==> src/rtl/stat_resp_misr_pkg.sv <==
// Shared types and constants for the Stat benchmark response compactor.
package stat_pkg;

    typedef enum logic [1:0] {
        IDLE = 2'd0,
        RUN  = 2'd1,
        DONE = 2'd2
    } stat_misr_state_e;

    localparam int          STAT_RESP_W            = 24;
    localparam logic [23:0] STAT_MISR_POLY_DEFAULT = 24'hC20001;

endpackage

==> src/rtl/stat_resp_misr_step.sv <==
// One Galois MISR step: shift left, fold the outgoing MSB through POLY, xor in the response.
module stat_misr_step
    import stat_pkg::*;
#(
    parameter int               WIDTH = STAT_RESP_W,
    parameter logic [WIDTH-1:0] POLY  = WIDTH'(STAT_MISR_POLY_DEFAULT)
) (
    input  logic [WIDTH-1:0] sig_i,
    input  logic [WIDTH-1:0] data_i,
    output logic [WIDTH-1:0] sig_o
);

    genvar gi;

    assign sig_o[0] = (sig_i[WIDTH-1] & POLY[0]) ^ data_i[0];

    for (gi = 1; gi < WIDTH; gi++) begin : g_bit
        assign sig_o[gi] = sig_i[gi-1] ^ (sig_i[WIDTH-1] & POLY[gi]) ^ data_i[gi];
    end

endmodule

==> src/rtl/stat_resp_misr.sv <==
// Response compactor: folds PATTERN_COUNT responses into a MISR signature, then holds it.
// Optional golden compare is enabled by defining STAT_MISR_GOLDEN_CMP_EN.
module stat_resp_misr
    import stat_pkg::*;
#(
    parameter int               WIDTH         = STAT_RESP_W,
    parameter logic [WIDTH-1:0] POLY          = WIDTH'(STAT_MISR_POLY_DEFAULT),
    parameter logic [WIDTH-1:0] SEED          = '0,
    parameter int               PATTERN_COUNT = 256
) (
    input  logic             clk,
    input  logic             rst_n,
    input  logic             start,
    input  logic             resp_valid,
    input  logic [WIDTH-1:0] resp_data,
`ifdef STAT_MISR_GOLDEN_CMP_EN
    input  logic [WIDTH-1:0] golden,
    output logic             pass,
`endif
    output logic             resp_ready,
    output logic             busy,
    output logic             done,
    output logic [WIDTH-1:0] signature,
    output logic [15:0]      pat_count
);

    localparam logic [15:0] LAST_CNT = 16'(PATTERN_COUNT - 1);

    stat_misr_state_e state_q, state_d;
    logic [WIDTH-1:0] sig_q, sig_d, sig_step;
    logic [15:0]      cnt_q, cnt_d;
    logic             accept;

    stat_misr_step #(
        .WIDTH (WIDTH),
        .POLY  (POLY)
    ) u_step (
        .sig_i  (sig_q),
        .data_i (resp_data),
        .sig_o  (sig_step)
    );

    assign accept = (state_q == RUN) && resp_valid;

`ifdef STAT_MISR_GOLDEN_CMP_EN
    logic pass_q, pass_d;
`endif

    always_comb begin
        state_d = state_q;
        sig_d   = sig_q;
        cnt_d   = cnt_q;
`ifdef STAT_MISR_GOLDEN_CMP_EN
        pass_d  = pass_q;
`endif
        case (state_q)
            RUN: begin
                if (accept) begin
                    sig_d = sig_step;
                    cnt_d = cnt_q + 16'd1;
                    if (cnt_q == LAST_CNT) begin
                        state_d = DONE;
`ifdef STAT_MISR_GOLDEN_CMP_EN
                        pass_d  = (sig_step == golden);
`endif
                    end
                end
            end
            default: begin
                // IDLE and DONE both reseed on start; start during RUN is ignored
                if (start) begin
                    state_d = RUN;
                    sig_d   = SEED;
                    cnt_d   = '0;
`ifdef STAT_MISR_GOLDEN_CMP_EN
                    pass_d  = 1'b0;
`endif
                end
            end
        endcase
    end

    always_ff @(posedge clk) begin
        if (!rst_n) begin
            state_q <= IDLE;
            sig_q   <= SEED;
            cnt_q   <= '0;
`ifdef STAT_MISR_GOLDEN_CMP_EN
            pass_q  <= 1'b0;
`endif
        end else begin
            state_q <= state_d;
            sig_q   <= sig_d;
            cnt_q   <= cnt_d;
`ifdef STAT_MISR_GOLDEN_CMP_EN
            pass_q  <= pass_d;
`endif
        end
    end

    assign resp_ready = (state_q == RUN);
    assign busy       = (state_q == RUN);
    assign done       = (state_q == DONE);
    assign signature  = sig_q;
    assign pat_count  = cnt_q;
`ifdef STAT_MISR_GOLDEN_CMP_EN
    assign pass       = pass_q;
`endif

endmodule

==> config.mk <==
export PLATFORM = sky130hd
export DESIGN_NAME = stat_resp_misr
export DESIGN_NICKNAME = d
export VERILOG_FILES = /design/src/rtl/stat_resp_misr_pkg.sv /design/src/rtl/stat_resp_misr_step.sv /design/src/rtl/stat_resp_misr.sv
export SDC_FILE = /design/constraint.sdc
export NUM_CORES = 1
export LEC_CHECK = 0
export CAP_MARGIN = 30
export CORE_MARGIN = 2
export CORE_UTILIZATION = 45
export CTS_CLUSTER_DIAMETER = 120
export DETAILED_ROUTE_END_ITERATION = 6
export GPL_TIMING_DRIVEN = 1
export PLACE_DENSITY_LB_ADDON = 0.05
export REMOVE_ABC_BUFFERS = 1
export SLEW_MARGIN = 20
export SYNTH_ARGS = -nofsm -noshare
export SYNTH_HDL_FRONTEND = slang
export SYNTH_SLANG_ARGS = --single-unit
==> constraint.sdc <==
create_clock -name clk -period 2.75 [get_ports clk]
set_input_delay 0.275 -clock clk [delete_from_list [all_inputs] [get_ports clk]]
set_output_delay 0.275 -clock clk [all_outputs]
set_load 0.1 [all_outputs]
Word-level counts from Yosys, hierarchy flattened. Index checks and enable logic that the tools add are counted.

$add $sub $neg: 1. Equal/unequal tests: 5. Muxes and demuxes: 10. Bitwise gates (word level): 27. Reductions and logical operators: 4.

Operators by type and width (count): $mux W24 (3); $mux W16 (3); $xor A1 B1 Y1 (27); $add A16 B1 Y16 const B (1); $eq A16 B8 Y1 const B (1); $mux W2 (4); $ne A2 B1 Y1 const B (2); $reduce_and A3 Y1 (1); $eq A2 B1 Y1 const B (1); $eq A2 B2 Y1 const B (1); $reduce_and A2 Y1 (1); $reduce_bool A2 Y1 (1); $logic_and A1 B1 Y1 (1).

Bits in registers: 42. Bits of input ports: 28. Output and inout port bits: 43. Logic and storage cells: 50.

Depth between registers and ports, before layout. Gate-level depths: netlist (run 1).

Word-level depth: 4. Depth in mapped cells: 6. Depth with buffers taken out: 5.

By module. From an unflattened synthesis (run 1), not the netlist that was laid out.

Cells, all modules: 211. Area, all modules: 1939.4 um^2.

Modules (own cells, without submodules): stat_resp_misr (instances 1, cells each 187, area an instance 1684.1 um^2); stat_misr_step (instances 1, cells each 24, area an instance 255.2 um^2).

Least setup slack after synthesis (run 1). Ideal clock, no wire load.

Path kind: reg2reg. From: register cnt_q[2] (netlist: pat_count[2]). To: register cnt_q[10] (netlist: pat_count[10]). Library setup time: 0.070 ns. Data arrival time: 2.202 ns. Required time: 2.680 ns. Slack: 0.477 ns. Stages on the path, launching flop included: 6. Cells stage by stage: dfxtp_1 and4b_1 a31oi_2 buf_2 or4_1 a21oi_1.

Cells in the longest elaborated chain, start to end: 3.

Ends and longest elaborated chain: start, declared (RTL line stat_resp_misr.sv:31) `logic [15:0] cnt_q, cnt_d;`; start signal, assigned (RTL line stat_resp_misr.sv:94) `cnt_q <= cnt_d;`; $add A16 B1 Y16 (RTL line stat_resp_misr.sv:60) `cnt_d = cnt_q + 16'd1;`; $mux W16 (RTL line stat_resp_misr.sv:58) `if (accept) begin`; $mux W16 (RTL line stat_resp_misr.sv:56) `case (state_q)`.

No other way between the ends. The select of a mux whose other input is x is not followed. A chain may end at the register's enable or synchronous reset.

Worst setup path after layout (run 1).
From: input resp_valid. To: register cnt_q[9] (netlist: pat_count[9]).

Cells in the longest elaborated chain, start to end: 3.

Ends and longest elaborated chain: start, declared (RTL line stat_resp_misr.sv:14) `input logic resp_valid,`; $logic_and A1 B1 Y1 (RTL line stat_resp_misr.sv:43) `assign accept = (state_q == RUN) && resp_valid;`; $ne A2 B1 Y1 (no line); $reduce_and A2 Y1 (no line).

No other way between the ends.

==> results_dict.tcl, run 1 <==
set metrics [dict create \
    max_freq_ghz 0.588 \
    worst_hold_startpoint "signature[20]" \
    cp.arrival_ns 1.94 \
    htreeDepth 2 \
    fillers 384 \
    dr_wl_met2_microns 2030 \
    powerDensity_mw_per_mm2 524 \
    place.gp.congestion 0.726 \
    area_growth_pct 37.4 \
    hold_path_end "signature[20]" \
    clkTransAtPathRegs_ns 0.08 \
    antenna_found_initial 0 \
    rsz0062_at_grt "false" \
    worst_r2r_endpoint "pat_count[10]" \
    status "completed" \
    wirelength_met1_microns 2140 \
    endpoint_kind "flip-flop" \
    hold_path.class "reg -> reg" \
    hold_depth 2 \
    cts_setup_buffers 0 \
    clk_latency_ns 0.30 \
    highest_layer "met4" \
    avgSynthCellArea_sq_um 8.98 \
    fin_util 0.655 \
    p_leak_nw 1.09 \
    met3WireLength_microns 244 \
    numCtsBuffers 5 \
    async_flop_share 0 \
    synth_seq_cells 42 \
    syn-cell-area_sq_mm 0.00195 \
    root_buffer "clkbuf_8" \
    grt_overflow_total 0 \
    avgRoutedWirePerCell_microns 13.3 \
    seq_area_sq_um 841 \
    synthCells 217 \
    dieWidth_microns 69.8 \
    worst_hold_slack_ns 0.486 \
    core_area_sq_mm 0.00409 \
    clockBufferDepth 2 \
    fin_crit_sh 0.618 \
    peakVddDrop_v 0.000300 \
    ant_nets 0 \
    wl_microns 4470 \
    power_mw 1.40 \
    tns_ns 0 \
    drtIter0Drc 99 \
    ff2ff_path_depth 4 \
    dp_slack_ns 0.752 \
    vias_per_cell 5.48 \
    io_buffers 70 \
    fin_crit_ns 1.70 \
    cts.sinks 42 \
    required_ns 2.99 \
    layout-drive-gt1-share 0.207 \
    synth_edf_count 0 \
    report.final.slew_viol_count 0 \
    regToRegSetupSlack_ns 1.08 \
    ys_warn_count 0 \
    rows 23 \
    finalHoldViolCount 0 \
    maxCapViolCount 0 \
    grt_pass1_wl_microns 7470 \
    synth_ff_type "dfxtp_1" \
    grt_use_total 0.185 \
    multi_input_area_sq_mm 0.00102 \
    die_h_microns 69.8 \
    cts_tree "built" \
    antenna_cells 0 \
    setup_viol 0 \
    timing.rr.start "pat_count[0]" \
    finClkSkew_ns 0.00711 \
    setup_slack_ns 1.05 \
    crit_fanout 24 \
    nets 313 \
    grt_pass1_vias 1628 \
    crit_path_start_kind "input port" \
    cts_hold_buf 0 \
    ys_seq_area_frac 0.432 \
    hpwl_microns 3060 \
    slew_headroom 0.648 \
    synthDistinctLibCells 35 \
    tightest_slew_ns 0.527 \
    die_area_sq_mm 0.00487 \
    top_level_ports 71 \
    setup.worst_path.class "in -> reg" \
    initial_utilization 0.477 \
    vias 1837 \
    cts_resized 0 \
    drc 0 \
    drt_first_pass_iters 4 \
    grt_max_degree 29 \
]
==> worst max-delay path: stages <==
cell,delay (ns)
clkdlybuf4s50_1,0.51
and4b_1,0.23
a31oi_2,0.04
buf_4,0.22
or4_1,0.52
a21oi_1,0.14
==> metrics by stage <==
step | area (sq um) | cells
floorplan | 1880 | 203
global placement | 2570 | 327
detailed placement | 2570 | 327
CTS | 2680 | 335
global route | 2680 | 335
finish | 2680 | 335
==> how the worst max path moves through the flow <==
stage          cells past startpoint        from       endpoint  slack (ns)
3_3_place_gp                       6  resp_valid  signature[10]        0.78
2_1_floorplan                      4  state_q[1]  pat_count[10]       -0.01
3_5_place_dp                       6  resp_valid  pat_count[11]        0.75
5_1_grt                            6  resp_valid  signature[14]        0.92
6_report                           6  resp_valid   pat_count[9]        1.05
4_1_cts                            6  resp_valid  pat_count[11]        1.06
==> synth_stat cells (2+ instances only) <==
library cell  count  area share
inv_1             4      0.0077
o31ai_1          11       0.042
dfxtp_1          42        0.43
buf_2             5       0.013
xor2_1           22       0.099
a21oi_1          16       0.041
nor4_1            2      0.0064
o21ai_0           4       0.010
nand3_1           8       0.021
nand4_1           4       0.013
nor2_1           25       0.048
xnor2_1           4       0.018
buf_1             2      0.0039
and3_1            2      0.0064
and4_1            2      0.0090
nand2_1           7       0.013
clkbuf_1          5      0.0096
or4_1            11       0.042
or3_1             3      0.0096
a22oi_1          22       0.085
buf_4             2      0.0077
==> cell usage in the layout (no fill, tap or decap), drive strengths merged, types with 5 or more instances in the layout <==
cell	count
buf	47
dfxtp	42
clkdlybuf4s50	27
nor2	25
xor2	22
a22oi	22
a21oi	17
o31ai	11
or4	11
nand3	8
nand2	7
clkbuf	6
inv	5
==> sequential cells by signal (all words and copies together), names as in the netlist <==
name       flops
signature     24
pat_count     16
state_q        2
==> where the power goes <==
| group | internal [mW] | total (mW) | switching, mW |
|---|---|---|---|
| Combinational | 0.0889 | 0.277 | 0.188 |
| Clock | 0.271 | 0.487 | 0.216 |
| Sequential | 0.623 | 0.639 | 0.0155 |
| Total | 0.983 | 1.40 | 0.420 |
==> cell type report <==
| type | instances | share of cell area |
|---|---|---|
| Clock buffer | 6 | 0.0271 |
| Clock inverter | 2 | 0.0140 |
| Inverter | 6 | 0.00841 |
| Multi-Input combinational cell | 155 | 0.380 |
| Sequential cell | 42 | 0.314 |
| Tap cell | 50 | 0.0234 |
| Timing Repair Buffer | 74 | 0.233 |
==> per-layer routing <==
layer / up-vias / track usage
li1: 931 / -
met1: 851 / 0.252
met2: 49 / 0.288
met3: 6 / 0.0494
met4: 0 / 0.0577
met5: - / 0
==> cells by family (layout without fill, tap and decap cells) <==
| kind of cell | count (synthesis) | in the layout | synth area share |
|---|---|---|---|
| multiplexers | 2 | 2 | 0.0109 |
| flip-flops | 42 | 42 | 0.432 |
| AO/OA/AOI/OAI | 58 | 58 | 0.202 |
| AND/OR/NAND/NOR | 68 | 68 | 0.186 |
| adder cells (fa/ha/maj) | 1 | 1 | 0.00642 |
| XOR/XNOR | 26 | 26 | 0.117 |
| buffers and inverters | 20 | 88 | 0.0456 |
Power figures use the tool's default switching activity.
==> run 2: changes to the inputs <==
--- a/config.mk
+++ b/config.mk
@@ -7,7 +7,7 @@
 export LEC_CHECK = 0
 export CAP_MARGIN = 30
 export CORE_MARGIN = 2
-export CORE_UTILIZATION = 45
+export CORE_UTILIZATION = 40
 export CTS_CLUSTER_DIAMETER = 120
 export DETAILED_ROUTE_END_ITERATION = 6
 export GPL_TIMING_DRIVEN = 1
==> constraint.sdc (replaced) <==
create_clock -name clk -period 1.5 [get_ports clk]
set_input_delay 0.15 -clock clk [delete_from_list [all_inputs] [get_ports clk]]
set_output_delay 0.15 -clock clk [all_outputs]
set_load 0.1 [all_outputs]
==> results_dict.tcl, run 2 (synthesized netlist as in run 1, its figures left out) <==
set metrics [dict create \
    swShare 0.293 \
    hold_path.class "reg -> reg" \
    clockBufferDepth 2 \
    finalHoldViolCount 0 \
    vias_per_cell 5.18 \
    root_buffer "clkbuf_8" \
    required_ns 1.73 \
    dpl-instance-area_sq_mm 0.00338 \
    combPwrFrac 0.235 \
    wl_microns 5270 \
    dieWidth_microns 73.8 \
    nets 343 \
    report.final.slew_viol_count 0 \
    setup_viol 4 \
    ant_nets 0 \
    drc 0 \
    die_area_sq_mm 0.00544 \
    rsz0062_at_grt "true" \
    endpoint_kind "flip-flop" \
    slew_headroom 0.798 \
    dp_slack_ns -0.313 \
    final_cell_mix "46 x buf_12, 40 x dfxtp_1, 27 x clkdlybuf4s50_1, 27 x buf_4, 25 x nor2_1" \
    clkTransAtPathRegs_ns 0.08 \
    io_buffers 70 \
    cp.buffers_inverters 1 \
    slowest_stage "or4_4" \
    layout-drive-gt1-share 0.324 \
    avgRoutedWirePerCell_microns 13.8 \
    p_seq_frac 0.438 \
    grt_pass1_vias 1911 \
    multi_input_area_sq_mm 0.00105 \
    antenna_cells 0 \
    powerDensity_mw_per_mm2 761 \
    worst_hold_slack_ns 0.471 \
    cts_hold_buf 0 \
    place.gp.congestion 0.845 \
    grt_use_total 0.204 \
    antenna_found_initial 0 \
    worstPathCellList "and4b_1 > a31oi_2 > buf_12 > or4_4 > a21oi_2" \
    drt_first_pass_iters 4 \
    drtIter0Drc 110 \
    core_area_sq_mm 0.00472 \
    grt_overflow_total 0 \
    violations "setup timing" \
    rows 25 \
    fin_crit_sh 1.02 \
    grt_max_degree 23 \
    finClkSkew_ns 0.0102 \
    crit_path_start_kind "flip-flop" \
    top_level_ports 71 \
    switching_power_mw 0.791 \
    maxCapViolCount 0 \
    fin_area_sq_mm 0.00355 \
    internal_power_mw 1.91 \
    fin_crit_ns 1.53 \
    tightest_slew_ns 0.303 \
    max_freq_ghz 0.655 \
    clk_latency_ns 0.30 \
    hpwl_microns 3860 \
    seq_area_sq_um 843 \
    p_leak_nw 1.39 \
    grt_pass1_wl_microns 8750 \
    die_h_microns 73.8 \
    setup_slack_ns -0.0269 \
    cts.sinks 42 \
    critPathTopFamily "simple AND/OR/NAND/NOR gates" \
    numCtsBuffers 5 \
    slowest_delay_ns 0.51 \
    cp.arrival_ns 1.76 \
    vias 1977 \
    setup.worst_path.class "reg -> reg" \
    crit_fanout 22 \
    fillers 352 \
    fin_util 0.752 \
    status "finished, violations left" \
    area_growth_pct 82.2 \
    p_clk_frac 0.327 \
    layout_commonest_cell "buf_12" \
    cts_tree "built" \
    largest_reg_flops 24 \
    peakVddDrop_v 0.000560 \
    htreeDepth 2 \
    initial_utilization 0.412 \
]
## run 2: final timing paths
path,from,endpoint,slack (ns),depth (start not counted)
worst min register to register,state_q[1],state_q[1],0.47,2
worst max-delay path,state_q[1],pat_count[11],-0.03,5
worst min-delay path,state_q[1],state_q[1],0.47,2
worst max register to register,state_q[1],pat_count[11],-0.03,5
## run 2: worst min-delay path: cells and delay by family, from the launching register on
| family | cells | cell delay [ns] |
|---|---|---|
| flip-flops | 1 | 0.33 |
| AO/OA/AOI/OAI | 1 | 0.05 |
| AND/OR/NAND/NOR | 1 | 0.05 |
## run 2: final cells by class
type                       instances  area share
timing repair buffer             104       0.405
multi-input combinational        155       0.295
sequential                        42       0.238
tap                               67      0.0236
clock buffer                       6      0.0204
clock inverter                     2      0.0106
inverter                           6     0.00705
## run 2: timing repair
action	CTS	global route
resized for setup	7	11
pin swaps	2	4
endpoints found under the setup margin	14	16
setup buffers	1	0
## run 2: layer usage
| layer | vias up | share of wire | GRT usage |
|---|---|---|---|
| met4 | 0 | 0.012 | 0.0687 |
| met2 | 42 | 0.48 | 0.322 |
| met1 | 942 | 0.46 | 0.265 |
| met5 | - | 0 | 0 |
| met3 | 6 | 0.044 | 0.0617 |
| li1 | 987 | - | - |
## run 2: power groups by stage
stage / sequential (mW) / combinational, mW / clock [mW]
floorplan: 1.39 / 0.152 / 0
global route: 1.19 / 0.668 / 0.951
detailed placement: 1.21 / 0.624 / 0
global placement: 1.21 / 0.619 / 0
finish: 1.18 / 0.636 / 0.883
CTS: 1.18 / 0.632 / 0.902
## run 2: stage by stage
step | total power [mW] | TNS [ns] | instances
final | 2.70 | -0.0816 | 382
after detailed placement | 1.83 | -6.55 | 373
after CTS | 2.72 | -0.0698 | 382
after floorplan | 1.54 | -27.61 | 203
after global placement | 1.83 | -5.97 | 373
after global routing | 2.81 | -0.592 | 382
